### config.mk
export PLATFORM = sky130hd
export DESIGN_NAME = ads_pattern_gen
export DESIGN_NICKNAME = d
export VERILOG_FILES = /design/src/rtl/ads_adc_pkg.sv /design/src/rtl/ads_pattern_gen.sv
export SDC_FILE = /design/constraint.sdc
export NUM_CORES = 1
export LEC_CHECK = 0
export BUFFER_PORTS_ARGS = -buffer_cell sky130_fd_sc_hd__clkbuf_2
export CAP_MARGIN = 0
export CORE_AREA = 2 2 89 91
export DETAILED_ROUTE_END_ITERATION = 6
export DIE_AREA = 0 0 91 93
export GPL_TIMING_DRIVEN = 0
export PLACE_DENSITY = 0.68
export REMOVE_ABC_BUFFERS = 1
export SYNTH_ARGS = -nofsm -noshare
export SYNTH_HDL_FRONTEND = slang
export SYNTH_SLANG_ARGS = --single-unit
### constraint.sdc
create_clock -name vclk -period 2.1
set_input_delay 0.105 -clock vclk [all_inputs]
set_output_delay 0.105 -clock vclk [all_outputs]
set_load 0.02 [all_outputs]
### src/rtl/ads_adc_pkg.sv
// Shared types and constants for the multi-channel TDM ADC device model.
package ads_adc_pkg;

   localparam int unsigned FRAME_CNT_W = 16;

   typedef enum logic [1:0] {
      IDLE    = 2'd0,
      CONVERT = 2'd1,
      SHIFT   = 2'd2
   } state_t;

   typedef enum logic [1:0] {
      PAT_FIXED  = 2'd0,
      PAT_CH_TAG = 2'd1,
      PAT_RAMP   = 2'd2,
      PAT_ALT    = 2'd3
   } pattern_t;

endpackage

### src/rtl/ads_pattern_gen.sv
// Builds the per-channel sample words for one frame; ch0 occupies the most significant slot.
module ads_pattern_gen
   import ads_adc_pkg::*;
#(
   parameter int unsigned DATA_WIDTH = 24,
   parameter int unsigned NUM_CH     = 4
) (
   input  logic [1:0]                   pattern_sel,
   input  logic [DATA_WIDTH-1:0]        fixed_word,
   input  logic [DATA_WIDTH-1:0]        ramp_cnt,
   input  logic                         alt_phase,
   output logic [NUM_CH*DATA_WIDTH-1:0] words
);

   for (genvar g = 0; g < NUM_CH; g++) begin : g_ch
      localparam logic [DATA_WIDTH-1:0] ChIdx = DATA_WIDTH'(g);
      localparam logic [3:0]            ChTag = 4'(g);
      logic [DATA_WIDTH-1:0] word;

      always_comb begin
         word = fixed_word;
         case (pattern_t'(pattern_sel))
            PAT_FIXED:  word = fixed_word;
            PAT_CH_TAG: word = {fixed_word[DATA_WIDTH-1:4], ChTag};
            PAT_RAMP:   word = ramp_cnt + ChIdx;
            PAT_ALT:    word = alt_phase ? ~fixed_word : fixed_word;
            default:    word = fixed_word;
         endcase
      end

      assign words[(NUM_CH-1-g)*DATA_WIDTH +: DATA_WIDTH] = word;
   end

endmodule

==> summary.txt, run 1 <==
Run status
  • Outcome: finished clean

Pwr
  • Pwr Density: 303 nW/um^2
  • Leakage power: 0.00146 uW
  • Peak VDD IR: 0.147 mV

STA
  • Slew Viols, Final: 0
  • Final setup vio count: 0
  • Max transition margin: 28.7%
  • Fmax: 485 MHz
  • Final hold slack: 0.631 ns
  • RSZ-0062 raised after global routing: true
  • Slew @ Worst Pin: 1.07 ns
  • Tmin final: 2.06 ns
  • Final period util: 98.1%
  • Final hold violations: 0
  • Final setup margin: 0.0399 ns

GRT
  • Vias in the first global route: 3334
  • First-pass GRT wire length: 16300 um
  • GRT Overall Usage: 22.9%
  • Initial antenna violation count: 0
  • Total gr overflow: 0
  • Largest net degree at the start of global routing: 33

Placement
  • Port buffer count: 147
  • Detailed Place HPWL: 7550 um
  • Placed Instances: 637
  • Place WS: -0.756 ns
  • Placer Congestion: 0.856

Synth
  • Area leader, netlist: xnor2_1
  • Post-Synthesis Cell Area: 2560 sq um
  • Synth area leaders: xnor2_1 (15%), nor2_1 (7.6%), nand2_1 (7.2%), a21oi_1 (6.5%), o21ai_0 (6.1%)
  • Cells after synthesis: 435
  • Yosys synthesis warning count: 0
  • Cell variety after synth: 47
  • Syn avg cell area: 5.88 sq um
  • Post-synthesis sequential area ratio: 0%
  • Synth top area share: 15.1%

Floorplan
  • Die Y: 93 um
  • DIE AREA: 8460 sq um
  • Die width: 91 um
  • Cell Rows: 32
  • Core Box Area: 7530 sq um
  • Io pins: 147
  • Starting Density: 34.0%

Critical path
  • CP max FO: 19
  • Setup crit start: ramp_cnt[5]
  • Worst setup SP type: input pin
  • Worst Setup End Kind: output port
  • Critical Path RT: 2.00 ns
  • Crit path capture: words[42]
  • Kind of critical path: in -> out
  • Worst EP arrival: 1.96 ns

Finish
  • Area grow syn2layout: 33.3%
  • Share of cells above drive strength 1: 32.5%
  • CLK BUF: 0
  • Ant diodes: 0
  • Non-Filler Instances: 647
  • FF+latch count: 0
  • Nets: 602
  • Most frequent cells in the layout: clkbuf_2 (136), nor2_1 (51), nand2_1 (47)
  • Commonest non-fill, non-tap cell in the layout: clkbuf_2
  • Fin util: 45.3%
  • Seq. cell area: 0 sq um

Drt
  • Drt pass-1 iters: 5
  • Drt drc: 0
  • Routed Antenna Nets: 0
  • Met3 wire length: 793 um
  • DRT Wirelength: 10600 um
  • Drt via density: 5.70
  • DRT iter0 DRCs: 239
  • Routed WL per cell: 16.4 um
  • Metal1 wirelength: 4530 um
  • DR vias: 3689
  • Met2 wire length: 4960 um
  • Top Layer Used: met4

Job
  • Max Cap Viol: 0

Min path
  • Hold Path Class: in -> out

Clock tree
  • Post-CTS Hold Fix Bufs: 0
## synthesized netlist by cell type, types with 3 or more instances
| library cell | number |
|---|---|
| a21oi_1 | 33 |
| a22o_1 | 8 |
| a22oi_1 | 7 |
| a31oi_1 | 6 |
| and3_1 | 4 |
| buf_1 | 6 |
| buf_2 | 9 |
| buf_4 | 4 |
| clkbuf_1 | 28 |
| ha_1 | 4 |
| inv_1 | 7 |
| mux2i_1 | 10 |
| nand2_1 | 49 |
| nand2b_1 | 10 |
| nand3_1 | 11 |
| nand3b_1 | 3 |
| nand4_1 | 18 |
| nor2_1 | 52 |
| nor2b_1 | 6 |
| nor3_1 | 14 |
| nor4_1 | 17 |
| o211ai_1 | 5 |
| o21ai_0 | 31 |
| o22ai_1 | 6 |
| o311ai_0 | 4 |
| or4_1 | 8 |
| xnor2_1 | 44 |
| xor2_1 | 7 |
## cell families (layout without fill, tap and decap cells)
| group | after synthesis | after routing | synth area share [%] |
|---|---|---|---|
| and+or+nand+nor | 200 | 203 | 39.4 |
| AOI/OAI and AO/OA | 114 | 114 | 27.7 |
| adders and majority gates | 4 | 4 | 1.96 |
| xor gates and xnor gates | 51 | 51 | 17.5 |
| buffers and inverters | 55 | 162 | 9.10 |
| muxes | 11 | 11 | 4.35 |
## worst min-delay path by stage
| stage | cells past startpoint | startpoint | to | slack, ns |
|---|---|---|---|---|
| 2_1_floorplan | 1 | pattern_sel[1] | words[1] | 0.34 |
| 3_3_place_gp | 4 | fixed_word[3] | words[27] | 0.61 |
| 3_5_place_dp | 4 | fixed_word[3] | words[27] | 0.62 |
| 4_1_cts | 4 | fixed_word[3] | words[27] | 0.62 |
| 5_1_grt | 4 | fixed_word[3] | words[27] | 0.65 |
| 6_report | 4 | fixed_word[3] | words[27] | 0.63 |
## timing repair
| item | 4_1_cts | 5_1_grt |
|---|---|---|
| endpoints found under the setup margin | 64 | 15 |
| pin swaps | 2 | 2 |
| endpoints found under the hold margin | 0 | 0 |
| gates cloned | 2 | 1 |
| resized for setup | 13 | 24 |
| buffers inserted | 3 | 4 |
## critical path: stages
cell and delay, ns:
buf_2 0.23, nand4_2 0.48, nor3_1 0.57, a311oi_1 0.17
o21ai_0 0.16, clkbuf_2 0.23
## power by group
part / internal (uW) / switching, uW / leakage, uW / total (uW)
clock: 0 / 0 / 0 / 0
combinational: 341 / 692 / 0.00146 / 1030
sequential: 0 / 0 / 0 / 0
## metrics by stage
step | power (uW) | setup TNS [ns] | cell area (sq um)
final | 1030 | 0 | 3410
after global routing | 1110 | -0.140 | 3410
after CTS | 1010 | 0 | 3310
after detailed placement | 987 | -13.90 | 3230
after global placement | 974 | -84.39 | 3220
after floorplan | 593 | -10.44 | 2350
## routing by layer
layer | global-route usage (%) | vias to the layer above
met5 | 0 | -
met4 | 5.81 | 0
met2 | 40.6 | 178
li1 | - | 1808
met3 | 2.74 | 29
met1 | 29.5 | 1674
## cell type report
class,count,area (sq um)
Fill cell,846,4120
Inverter,8,31.3
Multi-Input combinational cell,383,2440
Tap cell,102,128
Timing Repair Buffer,154,812
No activity file was read; power rests on OpenSTA's default activity.
==> run 2, diff against run 1 <==
ABC_AREA = 1   (was unset)
CORE_AREA = 2 2 88 90   (was 2 2 89 91)
DIE_AREA = 0 0 90 92   (was 0 0 91 93)
==> summary.txt, run 2 <==
Run status
  • Outcome: finished clean

Critical path
  • CP max FO: 26
  • Kind of critical path: in -> out
  • Worst Setup End Kind: output port
  • Critical Path RT: 2.00 ns
  • Worst setup SP type: input pin
  • Worst EP arrival: 1.89 ns

Finish
  • Fill count: 882
  • Fin util: 45.7%
  • CLK BUF: 0
  • Nets: 716
  • Share of cells above drive strength 1: 30.0%
  • Ant diodes: 0
  • FF+latch count: 0
  • Most frequent cells in the layout: nand2_1 (157), clkbuf_2 (146), nand3_1 (64)
  • Seq. cell area: 0 sq um
  • Commonest non-fill, non-tap cell in the layout: nand2_1
  • Area grow syn2layout: 35.4%

GRT
  • GR Layer Usage met1: 32.3%
  • GRT Overall Usage: 23.9%
  • Initial antenna violation count: 0
  • Vias in the first global route: 3678
  • First-pass GRT wire length: 16700 um
  • Largest net degree at the start of global routing: 52
  • GRT Max-Usage Layer: met2
  • Met3 GRT Util: 1.64%
  • Met2 Track Usage GR: 42.0%
  • Total gr overflow: 0

STA
  • Final setup vio count: 0
  • Fmax: 500 MHz
  • Final hold violations: 0
  • RSZ-0062 raised after global routing: false
  • Max transition margin: 62.9%
  • Tmin final: 2.00 ns
  • Slew @ Worst Pin: 0.555 ns
  • Final period util: 95.2%
  • Slew Viols, Final: 0
  • Final hold slack: 0.596 ns

Placement
  • Port buffer count: 147
  • Detailed Place HPWL: 8230 um
  • Placer Congestion: 0.914

Drt
  • Routed WL per cell: 14.8 um
  • DR vias: 4177
  • Drt pass-1 iters: 5
  • DRT iter0 DRCs: 310
  • Drt via density: 5.49
  • Routed Antenna Nets: 0
  • Drt drc: 0
  • DRT Wirelength: 11300 um

Synth
  • Post-synthesis sequential area ratio: 0%
  • Yosys synthesis warning count: 0
  • Syn avg cell area: 4.82 sq um
  • Synth top cells by count: nand2_1 (159), nand3_1 (64), inv_1 (63)
  • Cells after synthesis: 521
  • Post-Synthesis Cell Area: 2510 sq um
  • Synth area leaders: nand2_1 (24%), nand3_1 (13%), inv_1 (9.4%), o21ai_0 (8.4%), nand4_1 (6.7%)
  • Cell variety after synth: 28
  • Area leader, netlist: nand2_1
  • Synth top area share: 23.8%
  • Most frequent cell after synthesis: nand2_1

Floorplan
  • Core Box Area: 7450 sq um
  • Die width: 90 um
  • Die Y: 92 um
  • DIE AREA: 8280 sq um
  • Cell Rows: 32
  • Starting Density: 33.7%
  • Io pins: 147

Min path
  • Hold Path Class: in -> out
  • Hold Path Depth: 4
  • Hold Path End: words[0]
  • Hold Crit Start: fixed_word[0]

Pwr
  • Leakage power: 0.00178 uW
  • Final Power: 953 uW
  • Pwr Density: 280 nW/um^2
  • Peak VDD IR: 0.124 mV

Clock tree
  • Post-CTS Hold Fix Bufs: 0

Job
  • Max Cap Viol: 0
==> run 2: cell types whose count changed after synthesis, moves of 18 or more <==
| cell | delta |
|---|---|
| clkbuf_1 | -24 |
| nand3_1 | +53 |
| inv_1 | +56 |
| nand2_1 | +110 |
| xnor2_1 | -44 |
| o2111ai_1 | +18 |
==> run 2: worst max-delay path by stage <==
stage,cells after the start,end,startpoint
final,8,words[71],pattern_sel[0]
after global routing,8,words[47],pattern_sel[0]
after CTS,7,words[30],pattern_sel[1]
after detailed placement,8,words[47],pattern_sel[0]
after global placement,8,words[47],pattern_sel[0]
after floorplan,6,words[23],pattern_sel[0]
==> run 2: area by class of cell <==
class | instances | area (sq um) | share of cell area [%]
Multi-Input combinational cell | 439 | 2220 | 65.2
Timing Repair Buffer | 149 | 766 | 22.5
Inverter | 67 | 259 | 7.62
Tap cell | 102 | 128 | 3.75
Timing Repair inverter | 4 | 30.0 | 0.883
==> run 2: through the flow <==
step / instance area [sq um] / std cells / worst slack (ns) / setup TNS (ns)
floorplan: 2430 / 505 / -0.151 / -0.474
global placement: 3300 / 754 / -1.66 / -95.17
detailed placement: 3300 / 754 / -0.928 / -39.27
CTS: 3370 / 758 / 0.0371 / 0
global route: 3400 / 761 / 0.00878 / 0
finish: 3400 / 761 / 0.101 / 0
==> run 2: cells by family after synthesis <==
| group | Yosys count | synth area share [%] |
|---|---|---|
| compound gates | 90 | 21.2 |
| fa+ha+maj | 4 | 1.99 |
| buf+inv | 83 | 13.1 |
| simple gates | 342 | 63.0 |
| xor+xnor | 2 | 0.697 |
==> run 2: metal layers <==
| layer | wire [um] | share of wire [%] |
|---|---|---|
| met3 | 874 | 7.7 |
| met5 | 0 | 0 |
| met1 | 5030 | 45 |
| met2 | 5230 | 46 |
| met4 | 156 | 1.4 |
==> run 2: critical path, stage by stage <==
cell and delay, ns:
clkbuf_4 0.30, inv_1 0.27, nand2_8 0.26, clkinvlp_4 0.25
o21ai_0 0.19, o21ai_1 0.13, a21oi_1 0.18, clkbuf_2 0.19
==> run 2: timing repair <==
item | 4_1_cts | 5_1_grt
endpoints found under the setup margin | 89 | 59
pin swaps | 0 | 0
gates resized for setup | 8 | 3
buffers inserted | 2 | 0
gates cloned | 2 | 3
==> run 2: power breakdown <==
group          total [uW]  switching [uW]  internal (uW)
Clock                   0               0              0
Sequential              0               0              0
Combinational         953             657            296
Total                 953             657            296
==> run 3, diff against run 2 <==
CORE_AREA = 2 2 78 80   (was 2 2 88 90)
DIE_AREA = 0 0 80 82   (was 0 0 90 92)
PLACE_DENSITY = 0.84   (was 0.68)
==> summary.txt, run 3 (synthesized netlist as in run 2, its figures left out) <==
Pwr
  • Final Power: 945 uW
  • Peak VDD IR: 0.178 mV
  • Pwr Density: 282 nW/um^2
  • Leakage power: 0.00178 uW

Drt
  • DRT Wirelength: 10700 um
  • Drt pass-1 iters: 5
  • Routed Antenna Nets: 0
  • Drt via density: 5.74
  • Routed WL per cell: 14.6 um
  • DR vias: 4215
  • DRT iter0 DRCs: 349
  • Drt drc: 0

Finish
  • Fill count: 623
  • Area grow syn2layout: 33.5%
  • Nets: 716
  • CLK BUF: 0
  • Seq. cell area: 0 sq um
  • Commonest non-fill, non-tap cell in the layout: nand2_1
  • Most frequent cells in the layout: nand2_1 (157), clkbuf_2 (146), nand3_1 (64)
  • Share of cells above drive strength 1: 30.0%
  • FF+latch count: 0
  • Ant diodes: 0

GRT
  • Vias in the first global route: 3458
  • GRT Overall Usage: 28.9%
  • First-pass GRT wire length: 15600 um
  • Total gr overflow: 0
  • Initial antenna violation count: 0
  • Largest net degree at the start of global routing: 52

Critical path
  • Crit path depth: 10
  • CP max stage delay: 0.31 ns
  • Worst setup SP type: input pin
  • Worst EP arrival: 1.87 ns
  • Setup crit start: pattern_sel[0]
  • CP max FO: 26
  • Crit path capture: words[16]
  • Cell chain of the critical path: clkbuf_4 -> inv_1 -> nand2_8 -> clkinvlp_4 -> buf_4 -> nand2_1 -> inv_1 -> o21ai_0 -> nand4_1 -> clkbuf_2
  • Critical Path RT: 2.00 ns
  • Crit path buf inv count: 6
  • Kind of critical path: in -> out
  • Slowest cell on the critical path: clkbuf_4
  • CP top delay family: buffers and inverters
  • Worst Setup End Kind: output port
  • Most frequent CP cell: inv_1

STA
  • Slew Viols, Final: 0
  • Tmin final: 1.97 ns
  • RSZ-0062 raised after global routing: false
  • Slew @ Worst Pin: 0.534 ns
  • Final hold violations: 0
  • Final period util: 94.0%
  • Final setup vio count: 0
  • Max transition margin: 64.3%
  • Fmax: 507 MHz
  • Setup TNS: 0 ns

Floorplan
  • Die Y: 82 um
  • Core Box Area: 5750 sq um
  • Starting Density: 43.7%
  • DIE AREA: 6560 sq um
  • Die width: 80 um
  • Io pins: 147
  • Cell Rows: 28

Min path
  • Hold Path Depth: 4
  • Hold Path Class: in -> out

Run status
  • Outcome: finished clean

Placement
  • Port buffer count: 147
  • Detailed Place HPWL: 7720 um
  • Placer Congestion: 0.919

Clock tree
  • Post-CTS Hold Fix Bufs: 0

Job
  • Max Cap Viol: 0
==> run 3: how the worst min path moves through the flow <==
stage | from | to
2_1_floorplan | ramp_cnt[2] | words[74]
3_3_place_gp | fixed_word[0] | words[48]
3_5_place_dp | fixed_word[0] | words[48]
4_1_cts | fixed_word[0] | words[48]
5_1_grt | fixed_word[0] | words[48]
6_report | fixed_word[0] | words[48]
==> run 3: layout make-up <==
type	instances	area (sq um)	area share (%)
inverters	67	259	7.72
repair buffers	149	753	22.5
repair inverters	4	30.0	0.895
well taps	75	93.8	2.80
multi-input cells	439	2220	66.1
==> run 3: per-stage QoR <==
step / hold WS [ns] / util, % / instance area [sq um] / instances / setup WS [ns]
after detailed placement: 0.602 / 56.9 / 3270 / 727 / -0.874
after CTS: 0.604 / 57.8 / 3320 / 731 / 0.0430
after floorplan: 0.385 / - / 2430 / 505 / -0.151
final: 0.602 / 58.4 / 3350 / 734 / 0.127
after global routing: 0.637 / 58.4 / 3350 / 734 / 0.00376
after global placement: 0.577 / 56.8 / 3260 / 727 / -1.55
==> run 3: timing repair <==
action                                 in CTS  in global routing
gates resized for setup                     7                  5
setup endpoints to repair                  89                 33
buffers inserted                            2                  0
endpoints found under the hold margin       0                  0
pin swaps                                   0                  1
cloned                                      2                  3
==> run 3: where the power goes <==
group          switching (uW)  internal, uW  total (uW)
Combinational             652           293         945
Sequential                  0             0           0
Clock                       0             0           0
==> run 3: metal layers <==
| metal | GRT usage [%] | up-vias | routed length, um |
|---|---|---|---|
| met5 | 0 | - | 0 |
| met2 | 49.3 | 287 | 4950 |
| met3 | 1.65 | 24 | 1010 |
| met1 | 39.6 | 1859 | 4550 |
| met4 | 7.29 | 0 | 169 |
| li1 | - | 2045 | - |
==> run 3: tightest hold or removal path, cell delays in order <==
cell and delay [ns]:
clkbuf_2 0.09, inv_1 0.07, a32oi_1 0.07, clkbuf_2 0.16
